--- config.mk ---
export PLATFORM = sky130hd
export DESIGN_NAME = postnorm_pack_iter
export DESIGN_NICKNAME = d
export VERILOG_FILES = /design/src/rtl/postnorm_pack_iter.sv
export SDC_FILE = /design/constraint.sdc
export NUM_CORES = 1
export LEC_CHECK = 0
export CORE_UTILIZATION = 51
export CTS_CLUSTER_SIZE = 8
export DETAILED_ROUTE_END_ITERATION = 8
export GPL_TIMING_DRIVEN = 0
export PLACE_DENSITY = 0.87
export SETUP_SLACK_MARGIN = 0.02
export SLEW_MARGIN = 20
export SYNTH_ARGS = -nofsm -noshare
export SYNTH_HDL_FRONTEND = slang
export SYNTH_SLANG_ARGS = --single-unit
--- constraint.sdc ---
create_clock -name clk -period 8.5 [get_ports clk]
set_input_delay 0.85 -clock clk [delete_from_list [all_inputs] [get_ports clk]]
set_output_delay 0.85 -clock clk [all_outputs]
set_load 0.01 [all_outputs]
--- src/rtl/postnorm_pack_iter.sv ---
// Post-add normalize / round-to-nearest-even / IEEE-754 single pack stage of the iterative FP adder.
// Optional macro POSTNORM_FTZ_EN: flush denormal results to signed zero.
module postnorm_pack_iter #(
  parameter int SHIFT_STEP = 1  // max left-normalization shift per NORM cycle: 1, 2 or 4
) (
  input  logic        clk,
  input  logic        rst,
  input  logic        in_valid,
  output logic        in_ready,
  input  logic        SignIn,
  input  logic [7:0]  ExpIn,
  input  logic [27:0] SumM,
  input  logic [4:0]  ExcIn,
  input  logic        EffSub,
  output logic        out_valid,
  input  logic        out_ready,
  output logic [31:0] Result,
  output logic [1:0]  dbg_state
);

  // Handshake: a transfer happens on a rising edge where valid and ready are both high;
  // in_ready is high only in IDLE outside reset, out_valid stays high with Result stable
  // until out_ready is seen, and the stage holds at most one operation.
  typedef enum logic [1:0] {
    IDLE  = 2'd0,
    NORM  = 2'd1,
    ROUND = 2'd2,
    OUT   = 2'd3
  } state_t;

  state_t      state_q, state_d;
  logic [27:0] m_q, m_d;
  logic [7:0]  e_q, e_d;
  logic        s_q, s_d;
  logic        out_valid_q, out_valid_d;
  logic [31:0] result_q, result_d;

  logic        is_nan;
  logic [2:0]  k;
  logic [27:0] m_norm;
  logic [7:0]  e_norm;
  logic        round_up;
  logic [24:0] rnd_sum;
  logic        rnd_carry;
  logic [27:0] m_rnd;
  logic [7:0]  e_rnd;

  assign in_ready  = (state_q == IDLE) & ~rst;
  assign out_valid = out_valid_q;
  assign Result    = result_q;
  assign dbg_state = state_q;

  assign is_nan = ExcIn[3] | ExcIn[2] | (ExcIn[1] & ExcIn[0] & EffSub);

  // Shift amount grows only while the next bit is still zero and the exponent can absorb it.
  always_comb begin
    k = 3'd0;
    for (int i = 0; i < SHIFT_STEP; i++) begin
      if (k == 3'(i) && !m_q[26-i] && (int'(e_q) - 1) > i) k = 3'(i + 1);
    end
  end

  assign m_norm = m_q << k;
  assign e_norm = e_q - {5'b0, k};

  assign round_up  = m_q[2] & (m_q[1] | m_q[0] | m_q[3]);
  assign rnd_sum   = m_q[27:3] + 25'(round_up);
  assign rnd_carry = rnd_sum[24];
  assign m_rnd     = rnd_carry ? {1'b0, rnd_sum, m_q[2:1]} : {rnd_sum, m_q[2:0]};
  assign e_rnd     = rnd_carry ? e_q + 8'd1 : e_q;

  always_comb begin
    state_d     = state_q;
    m_d         = m_q;
    e_d         = e_q;
    s_d         = s_q;
    out_valid_d = out_valid_q;
    result_d    = result_q;
    case (state_q)
      IDLE: begin
        if (in_valid && in_ready) begin
          if (ExcIn[4]) begin
            state_d     = OUT;
            out_valid_d = 1'b1;
            result_d    = is_nan ? 32'h7FC0_0000 : {SignIn, 8'hFF, 23'h0};
          end else if (SumM == 28'h0) begin
            state_d     = OUT;
            out_valid_d = 1'b1;
            result_d    = {SignIn & ~EffSub, 31'h0};
          end else begin
            m_d = SumM;
            e_d = ExpIn;
            s_d = SignIn;
            // Operands that already need no normalization go straight to rounding.
            state_d = (SumM[27] || (!SumM[26] && ExpIn > 8'd1)) ? NORM : ROUND;
          end
        end
      end
      NORM: begin
        if (m_q[27]) begin
          m_d = {1'b0, m_q[27:2], m_q[1] | m_q[0]};
          e_d = e_q + 8'd1;
          if (e_q >= 8'hFE) begin
            state_d     = OUT;
            out_valid_d = 1'b1;
            result_d    = {s_q, 8'hFF, 23'h0};
          end else begin
            state_d = ROUND;
          end
        end else if (!m_q[26] && e_q > 8'd1) begin
          m_d = m_norm;
          e_d = e_norm;
          if (m_norm[26] || e_norm <= 8'd1) state_d = ROUND;
        end else begin
          state_d = ROUND;
        end
      end
      ROUND: begin
        state_d     = OUT;
        out_valid_d = 1'b1;
        m_d         = m_rnd;
        e_d         = e_rnd;
        if (rnd_carry && e_q >= 8'hFE) begin
          result_d = {s_q, 8'hFF, 23'h0};
        end else begin
`ifdef POSTNORM_FTZ_EN
          result_d = m_rnd[26] ? {s_q, e_rnd, m_rnd[25:3]} : {s_q, 31'h0};
`else
          // A denormal that rounds up into the hidden bit packs with exponent 1 naturally.
          result_d = {s_q, (m_rnd[26] ? e_rnd : 8'h00), m_rnd[25:3]};
`endif
        end
      end
      OUT: begin
        if (out_ready) begin
          state_d     = IDLE;
          out_valid_d = 1'b0;
        end
      end
      default: state_d = IDLE;
    endcase
  end

  always_ff @(posedge clk) begin
    if (rst) begin
      state_q     <= IDLE;
      m_q         <= 28'h0;
      e_q         <= 8'h0;
      s_q         <= 1'b0;
      out_valid_q <= 1'b0;
      result_q    <= 32'h0;
    end else begin
      state_q     <= state_d;
      m_q         <= m_d;
      e_q         <= e_d;
      s_q         <= s_d;
      out_valid_q <= out_valid_d;
      result_q    <= result_d;
    end
  end

endmodule

==> After elaboration in Yosys (flattened, before gate mapping) <==
Cells that the tools add are included.
{ "word_totals": {"reg_bits": 72, "in_bits": 47, "out_inout_bits": 36, "wordCells": 104} }
{ "op_classes": {"n_addsub": 4, "order_cmp": 5, "eq_ne": 13, "shifts": 1, "mux": 41, "n_bitwise": 13, "n_reduce_logical": 19} }
{ "ops": {"columns": ["op", "count"], "rows": [
  ["2-to-1 mux 32 bit", 6],
  ["2-to-1 mux 28 bit", 5],
  ["one-hot mux 32 bit (3 select lines)", 1],
  ["one-hot mux 28 bit (3 select lines)", 1],
  ["2-to-1 mux 8 bit", 7],
  ["2-to-1 mux 31 bit", 1],
  ["logical NOT 28 bit", 1],
  ["left shift 28 x 1 -> 28 bit", 1],
  ["2-to-1 mux 27 bit", 1],
  ["adder 25 x 1 -> 25 bit", 1],
  ["one-hot mux 8 bit (3 select lines)", 1],
  ["greater-than comparator 8 x 1 -> 1 bit, second input constant", 2],
  ["2-to-1 mux 2 bit", 8],
  ["AND reduction 5 bit", 3],
  ["!= test 2 bit, second input constant", 6],
  ["greater-than comparator 9 x 1 -> 1 bit, second input constant", 1],
  ["subtractor 8 x 1 -> 9 bit, second input constant", 1],
  ["adder 8 x 1 -> 8 bit, second input constant", 1],
  [">= comparator 8 bit, second input constant", 1],
  ["less-or-equal comparator 8 x 1 -> 1 bit, second input constant", 1],
  ["2-to-1 mux 1 bit", 8],
  ["one-hot mux 2 bit (4 select lines)", 1],
  ["AND reduction 4 bit", 2],
  ["subtractor 8 x 1 -> 8 bit", 1],
  ["other kinds (17)", 34]
]} }

==> Longest topological paths before layout <==
Gate-level depths: netlist of the first run.
{ "logic_depth": {"word_depth": 11, "mapped_depth": 15} }

==> Worst setup path after synthesis of the first run <==
OpenSTA, ideal clock, no wires.
{ "synth_path": {"path_type": "reg-to-reg", "start": "register e_q[0]", "end": "register state_q[1], in the netlist dbg_state[1]", "t_arrival_ps": 3328, "slack_ps": 5101, "stages_incl_launch_ff": 15, "path_buffers": 2, "period_less_slack_ps": 3399, "cell_sequence": "dfxtp_1 buf_2 inv_1 ha_1 or4b_2 nor3_1 a211oi_1 buf_2 ha_1 ha_1 nor4b_1 a31oi_1 a21o_1 a221o_1 a21oi_1"} }
{ "synth_between": {"elab_chain_cells": 9} }
{ "synth_rtl": {"columns": ["element", "line_no", "text"], "rows": [
  ["from (decl)", "33", "logic [7:0] e_q, e_d;"],
  ["from (signal assigned)", "148", "e_q <= 8'h0;"],
  ["from (signal assigned)", "155", "e_q <= e_d;"],
  ["subtractor 8 x 1 -> 9 bit", "59", "if (k == 3'(i) && !m_q[26-i] && (int'(e_q) - 1) > i) k = 3'(i + 1);"],
  ["greater-than comparator 9 x 1 -> 1 bit", "59", null],
  ["logical AND 1 bit", "59", null],
  ["2-to-1 mux 1 bit", "59", null],
  ["subtractor 8 x 1 -> 8 bit", "64", "assign e_norm = e_q - {5'b0, k};"],
  ["less-or-equal comparator 8 x 1 -> 1 bit", "113", "if (m_norm[26] || e_norm <= 8'd1) state_d = ROUND;"],
  ["logical OR 1 bit", "113", null],
  ["!= test 4 bit (no line)", null, null],
  ["AND reduction 3 bit (no line)", null, null],
  ["to (signal assigned)", "153", "state_q <= state_d;"],
  ["to (decl)", "31", "state_t state_q, state_d;"]
]} }
Several ways; a longest one is shown, not always the timed one.
A chain may end at the register's enable or synchronous reset.

==> Worst setup path in the final report of the first run <==
{ "layout_path": {"start": "register e_q[0]", "end": "register state_q[0], in the netlist dbg_state[0]"} }
The elaborated chain is that of the path after synthesis.

==> results by group, run 1 <==
Status
  • Status: complete, no violations

Setup path
  • Reg2Reg Depth: 15
  • Worst setup EP type: flop
  • Worst reg2reg startpoint: e_q[0]
  • Max stage delay cell, worst path: a211oi_1
  • Setup CP Type: flop to flop
  • Crit path arrival time: around 4.6 ns
  • Kind of cell adding the most delay to the critical path: compound AO/OA/AOI/OAI gates
  • CP peak stage delay: 0.81 ns
  • Reg2Reg Capture Point: dbg_state[0]
  • WP data required: about 9 ns
  • Startpoint types: flop
  • Critical Path, Cell by Cell: buf_2 -> inv_1 -> ha_1 -> inv_1 -> o221ai_1 -> a211oi_1 -> buf_2 -> ha_1 -> nor2b_1 -> xor2_1 -> o31ai_1 -> a31oi_1 -> a21o_1 -> a311o_1 -> a21oi_1
  • Worst Path Max Fanout: 10
  • R2R Setup Slk: 4.17 ns
  • Worst path bufs/invs: 4

Clocking
  • Root Buffer: clkbuf_16
  • Cts bufs inserted: 9
  • TritonCTS clock tree: built
  • Clk slew on worst S/H paths: 0.06 ns
  • Post-CTS Setup Bufs: 0
  • Clock sinks: just over 70
  • Hold Buf Count CTS: 0
  • Max clock buf depth: 2
  • Htree depth: 3
  • Cts repair resizes: 0
  • Worst skew pair latency: about 0.34 ns

STA
  • Final Hold Fails: 0
  • Setup violators final: 0
  • Worst Max-Slew Pin Slew: 1.036 ns
  • Achievable Freq: roughly 230 MHz
  • Setup TNS: 0 ns
  • Pins Over Slew Limit: 0
  • Crit path time final: approximately 4.3 ns
  • Slew HR: a little under a third
  • Worst Skew: between 0.006 and 0.007 ns
  • Period utilization: 50.96%
  • RSZ-0062 raised after global routing: false

Min path
  • Hold endpoint: Result[18]
  • Min-Delay Startpoint: Result[18]
  • Hold Path Depth: 2
  • Hold crit path type: flop to flop

GRT
  • GRT Total Usage: between 40% and 50%
  • Vias in the first global route: about 6500
  • First-pass GRT wire length: approximately 37000 um
  • Congestion Overflow GR: 0
  • Largest net degree at the start of global routing: 15
  • Antenna violations before repair: 0

Logic synthesis
  • Post-Syn Area: between 5000 and 6000 sq um
  • Sequential share of the synthesized area: around a quarter
  • Unique cell type count in the Yosys netlist: between 70 and 80
  • Number of flops mapped to enable cells by yosys: 0
  • Warning count from the yosys run: 0
  • Syn_area_per_cell: between 7 and 8 sq um
  • Async SR Flop Fraction: 0%
  • Synth Instances: 784
  • Mapped Nets: roughly 850
  • Yosys reg bits: 72
  • Main synth FF type: dfxtp_1

Final layout
  • Area Overhead vs Synth: 22.86%
  • Commonest cells after routing, fill and taps aside: nor2_1 (87), clkdlybuf4s50_1 (81), dfxtp_1 (72)
  • # diodes: 0
  • Commonest non-fill, non-tap cell in the layout: nor2_1
  • Post-layout nets: 937
  • Ratio of cells with drive above 1 in the final layout: roughly 6.4%
  • Final cell count without fillers: ~1000
  • Fill cell count: 994
  • Design Area, Final: 7149 sq um

Route
  • WL final: between 20000 and 25000 um
  • Vias per cell: between 6 and 7
  • DR iter-0 viols: 960
  • Antenna viol nets, final: 0
  • Detailed Routing Iterations Pass 1: 6
  • Total number of vias: 7118
  • # DRC: 0
  • Wirelength per Cell: 23.36 um

Power and ir drop
  • Sequential share of power: approximately a fifth
  • Clock power share: a little under a fifth
  • Leakage: around 2.5 nW
  • Switching share of power: between 50 and 60%
  • P per Cell Area: between 300 and 400 nW/um^2
  • Internal Power: approximately 1.1 mW
  • Max rail drop VDD: around 230 uV
  • Combinational share of power: approximately 60%
  • Power Total: around 2.3 mW
  • Psw: around 1.1 mW

Placement
  • GPL Wtd Cong: 1.032
  • I/O Buffers: between 80 and 90
  • Area after DPL: 6810 sq um
  • HPWL Detailed: approximately 17000 um
  • DP Cell Count: between 1000 and 1500

Die
  • # rows: 38
  • Die Y: 108.8 um
  • Area of the core: roughly 11000 sq um
  • Die area: approximately 12000 sq um
  • DIE WIDTH: around 110 um
  • Top-Level Pins: 83
  • Initial core utilization: 52.98%

Job
  • Max cap viols: 0
[power by group through the flow]
stage	Combinational [mW]	Sequential [mW]	Clock, mW
3_3_place_gp	1.30	0.462	0
5_1_grt	1.45	0.468	0.447
3_5_place_dp	1.30	0.464	0
6_report	1.38	0.459	0.432
4_1_cts	1.31	0.457	0.430
2_1_floorplan	0.872	0.463	0
[cell usage after synthesis, types with 15 or more instances]
cell type,number,area (sq um)
nand3_1,32,160.2
o21ai_0,34,170.2
inv_1,21,78.83
a21oi_1,45,225.2
nor2_1,87,326.6
nand2_1,62,232.7
o211ai_1,21,157.7
nor3_1,24,120.1
buf_2,21,105.1
a22oi_1,16,120.1
xor2_1,15,131.4
a211oi_1,18,135.1
dfxtp_1,72,1441
clkbuf_1,54,202.7
mux2i_1,21,210.2
[final cells by class]
| cell class | count | area [sq um] | area share [%] |
|---|---|---|---|
| buffer | 80 | 337.8 | 4.725 |
| tap | 140 | 175.2 | 2.450 |
| inverter | 22 | 82.58 | 1.155 |
| clock buffer | 9 | 225.2 | 3.150 |
| multi-input combinational | 610 | 3975 | 55.60 |
| timing repair buffer | 81 | 810.8 | 11.34 |
| clock inverter | 7 | 101.3 | 1.418 |
| sequential | 72 | 1441 | 20.16 |
[routing by layer]
metal  GRT usage [%]  up-vias  wire [um]
met1           50.49     3248       8945
met5               0        -          0
met2           61.44      562      10040
li1                -     3169          -
met4           29.92        0       1819
met3           11.60      139       3047
[worst reg2reg max path, stage by stage (launching register included)]
cell	delay (ns)
dfxtp_1	0.40
buf_2	0.24
inv_1	0.12
ha_1	0.24
inv_1	0.07
o221ai_1	0.13
a211oi_1	0.81
buf_2	0.45
ha_1	0.24
nor2b_1	0.25
xor2_1	0.11
o31ai_1	0.32
a31oi_1	0.21
a21o_1	0.27
a311o_1	0.29
a21oi_1	0.12
[state kept, by name (all words and copies together) (netlist names)]
signal and flops:
Result 32, dbg_state 2, out_valid 1, s_q 1, e_q 8, m_q 28
[stage by stage]
stage,hold WS (ns),worst slack [ns],util (%)
after global routing,0.4725,3.987,65.09
after global placement,0.4451,4.287,61.96
final,0.4575,4.169,65.09
after detailed placement,0.4491,4.304,62.01
after CTS,0.4573,4.269,64.98
after floorplan,0.4637,5.101,-
[logic make-up (layout without fill, tap and decap cells)]
group	after synthesis	after routing	share of synthesized area, %
muxes	24	24	4.193
buffers and inverters	102	199	7.224
and+or+nand+nor	279	279	23.54
xor gates and xnor gates	27	27	4.064
DFF	72	72	24.77
AOI/OAI and AO/OA	266	266	33.20
adders and majority gates	14	14	3.010
[how the worst max path moves through the flow]
stage | startpoint | endpoint | slack, ns | cells after the start
after global routing | e_q[0] | dbg_state[1] | 3.99 | 15
after floorplan | e_q[0] | dbg_state[1] | 5.10 | 14
final | e_q[0] | dbg_state[0] | 4.17 | 15
after global placement | e_q[0] | dbg_state[0] | 4.29 | 15
after detailed placement | e_q[0] | dbg_state[0] | 4.30 | 15
after CTS | e_q[0] | dbg_state[0] | 4.27 | 15
Note: power is estimated with default switching activity, not from simulation.
==> inputs of run 2 (changes only) <==
--- a/config.mk
+++ b/config.mk
@@ -9,7 +9,7 @@
 export CTS_CLUSTER_SIZE = 8
 export DETAILED_ROUTE_END_ITERATION = 8
 export GPL_TIMING_DRIVEN = 0
-export PLACE_DENSITY = 0.87
+export PLACE_DENSITY = 0.9
 export SETUP_SLACK_MARGIN = 0.02
 export SLEW_MARGIN = 20
 export SYNTH_ARGS = -nofsm -noshare
==> constraint.sdc (replaced) <==
create_clock -name clk -period 3.8 [get_ports clk]
set_input_delay 0.38 -clock clk [delete_from_list [all_inputs] [get_ports clk]]
set_output_delay 0.38 -clock clk [all_outputs]
set_load 0.01 [all_outputs]
==> run 2 against run 1 <==
Net effect:
- sequential cell count unchanged
- core utilization increased by 0.79 points
- combinational power increased by 130%
- cell area rose by 1.2%
- worst setup slack worse by 4.1 ns
- critical endpoint is now Result[7]
- largest power group unchanged
==> results by group, run 2 (synthesis gave the netlist of run 1 again) <==
Clocking
  • Root Buffer: clkbuf_16
  • TritonCTS clock tree: built
  • Max clock buf depth: 2
  • Clk slew on worst S/H paths: 0.06 ns
  • Worst skew pair latency: between 0.3 and 0.4 ns
  • Htree depth: 3
  • Clock sinks: 72
  • Hold Buf Count CTS: 0
  • Cts bufs inserted: 9

GRT
  • First-pass GRT wire length: 36920 um
  • Congestion Overflow GR: 0
  • GRT Total Usage: a little over two fifths
  • Vias in the first global route: approximately 6700
  • Antenna violations before repair: 0
  • Largest net degree at the start of global routing: 15

STA
  • Crit path time final: about 3.7 ns
  • Min Hold Slack: about 0.45 ns
  • Final WS setup: around 0.10 ns
  • Worst Max-Slew Pin Slew: ~1.2 ns
  • Final Hold Fails: 0
  • Worst Skew: 0.01031 ns
  • RSZ-0062 raised after global routing: true
  • Setup violators final: 0
  • Pins Over Slew Limit: 0
  • Achievable Freq: approximately 270 MHz
  • Period utilization: around 100%
  • Slew HR: a little over a fifth

Route
  • Antenna viol nets, final: 0
  • WL met2: a little over 10000 um
  • Detailed Routing Iterations Pass 1: 6
  • WL met3: between 3000 and 4000 um
  • M1 wire length: 9271 um
  • WL final: between 20000 and 25000 um
  • Wirelength per Cell: between 20 and 25 um
  • Top sig layer: met4
  • DR iter-0 viols: around 1100
  • Vias per cell: approximately 7
  • Total number of vias: approximately 7200
  • # DRC: 0

Setup path
  • CP peak stage delay: 0.63 ns
  • Kind of cell adding the most delay to the critical path: simple AND/OR/NAND/NOR gates
  • Worst Path Max Fanout: 10
  • Max stage delay cell, worst path: a21boi_1
  • Worst setup EP type: flop
  • Crit path arrival time: around 3.9 ns
  • Worst path bufs/invs: 2
  • WP data required: 4.02 ns
  • Startpoint types: flop
  • Setup CP Type: flop to flop
  • CP most frequent cell: nor2_1
  • Critical Path, Cell by Cell: inv_1 -> nor2_1 -> ha_1 -> nand4_4 -> nor2_1 -> nand4_2 -> a21boi_1 -> nor3_1 -> buf_2 -> a32oi_1 -> nor2_1

Final layout
  • Design Area, Final: between 7000 and 8000 sq um
  • Area Overhead vs Synth: 24.34%
  • Commonest non-fill, non-tap cell in the layout: nor2_1
  • Ratio of cells with drive above 1 in the final layout: 8.023%
  • Fill cell count: approximately 1000
  • Largest register FFs: 32
  • Commonest cells after routing, fill and taps aside: nor2_1 (87), clkdlybuf4s50_1 (81), dfxtp_1 (70)
  • Post-layout nets: 941

Status
  • Status: complete, no violations

Die
  • Die area: approximately 12000 sq um
  • Die Y: ~110 um
  • Initial core utilization: approximately 53%
  • Area of the core: approximately 11000 sq um
  • Top-Level Pins: 83
  • DIE WIDTH: ~110 um
  • # rows: 38

Placement
  • HPWL Detailed: 18010 um
  • Area after DPL: a little under 7000 sq um
  • Setup slack at placement: -0.3533 ns
  • I/O Buffers: between 80 and 90
  • GPL Wtd Cong: a little over 1

Power and ir drop
  • P per Cell Area: 714.2 nW/um^2
  • Power Total: 5.168 mW
  • Leakage: between 2 and 3 nW
  • Max rail drop VDD: approximately 460 uV

Min path
  • Hold crit path type: flop to flop

Job
  • Max cap viols: 0
[run 2: changes by cell type in the layout (fill, tap and decap cells not counted), moves of 2 or more]
cell      change
a211oi_2      +3
dfxtp_2       +2
buf_6         +3
a211oi_1      -4
buf_4         +4
dfxtp_1       -2
buf_2         -3
[run 2: tightest hold or removal path, delay by kind of cell (launching register included)]
kind | cells | cell delay [ns]
AOI/OAI and AO/OA | 1 | 0.05
DFF | 1 | 0.31
and+or+nand+nor | 1 | 0.05
[run 2: layout make-up]
cell class,count,area [sq um],share of cell area (%)
inverter,22,82.58,1.141
antenna,1,2.502,0.03458
tap,140,175.2,2.421
buffer,80,356.6,4.928
multi-input combinational,610,4030,55.70
sequential,72,1444,19.95
timing repair buffer,85,840.8,11.62
clock inverter,7,78.83,1.089
clock buffer,9,225.2,3.113
[run 2: worst paths after layout]
path,from,end,slack [ns],cells past startpoint
max,m_q[3],Result[7],0.10,11
max reg2reg,m_q[3],Result[7],0.10,11
min,Result[8],Result[8],0.45,2
min reg2reg,Result[8],Result[8],0.45,2
[run 2: power breakdown]
part	switching (mW)	total, mW	internal [mW]	leakage [nW]
clock network	0.385	0.901	0.515	0.139
logic	2.12	3.24	1.12	1.85
registers	0.118	1.03	0.913	0.589
total	2.62	5.17	2.54	2.58
[run 2: timing repair]
item | in CTS | in global routing
setup endpoints to repair | 8 | 14
gates resized for setup | 7 | 13
setup buffers | 0 | 4
gates cloned | 0 | 0
pin swaps | 1 | 4
[run 2: per-layer routing]
metal | GRT usage [%] | up-vias
li1 | - | 3185
met1 | 51.70 | 3328
met2 | 62.79 | 572
met3 | 9.683 | 148
met4 | 35.91 | 0
met5 | 0 | -
[run 2: stage by stage]
stage | TNS (ns) | cells | utilization (%)
after floorplan | 0 | 784 | -
after global placement | -1.264 | 1005 | 61.96
after detailed placement | -1.409 | 1005 | 62.01
after CTS | 0 | 1021 | 65.00
after global routing | 0 | 1025 | 65.86
final | 0 | 1026 | 65.88
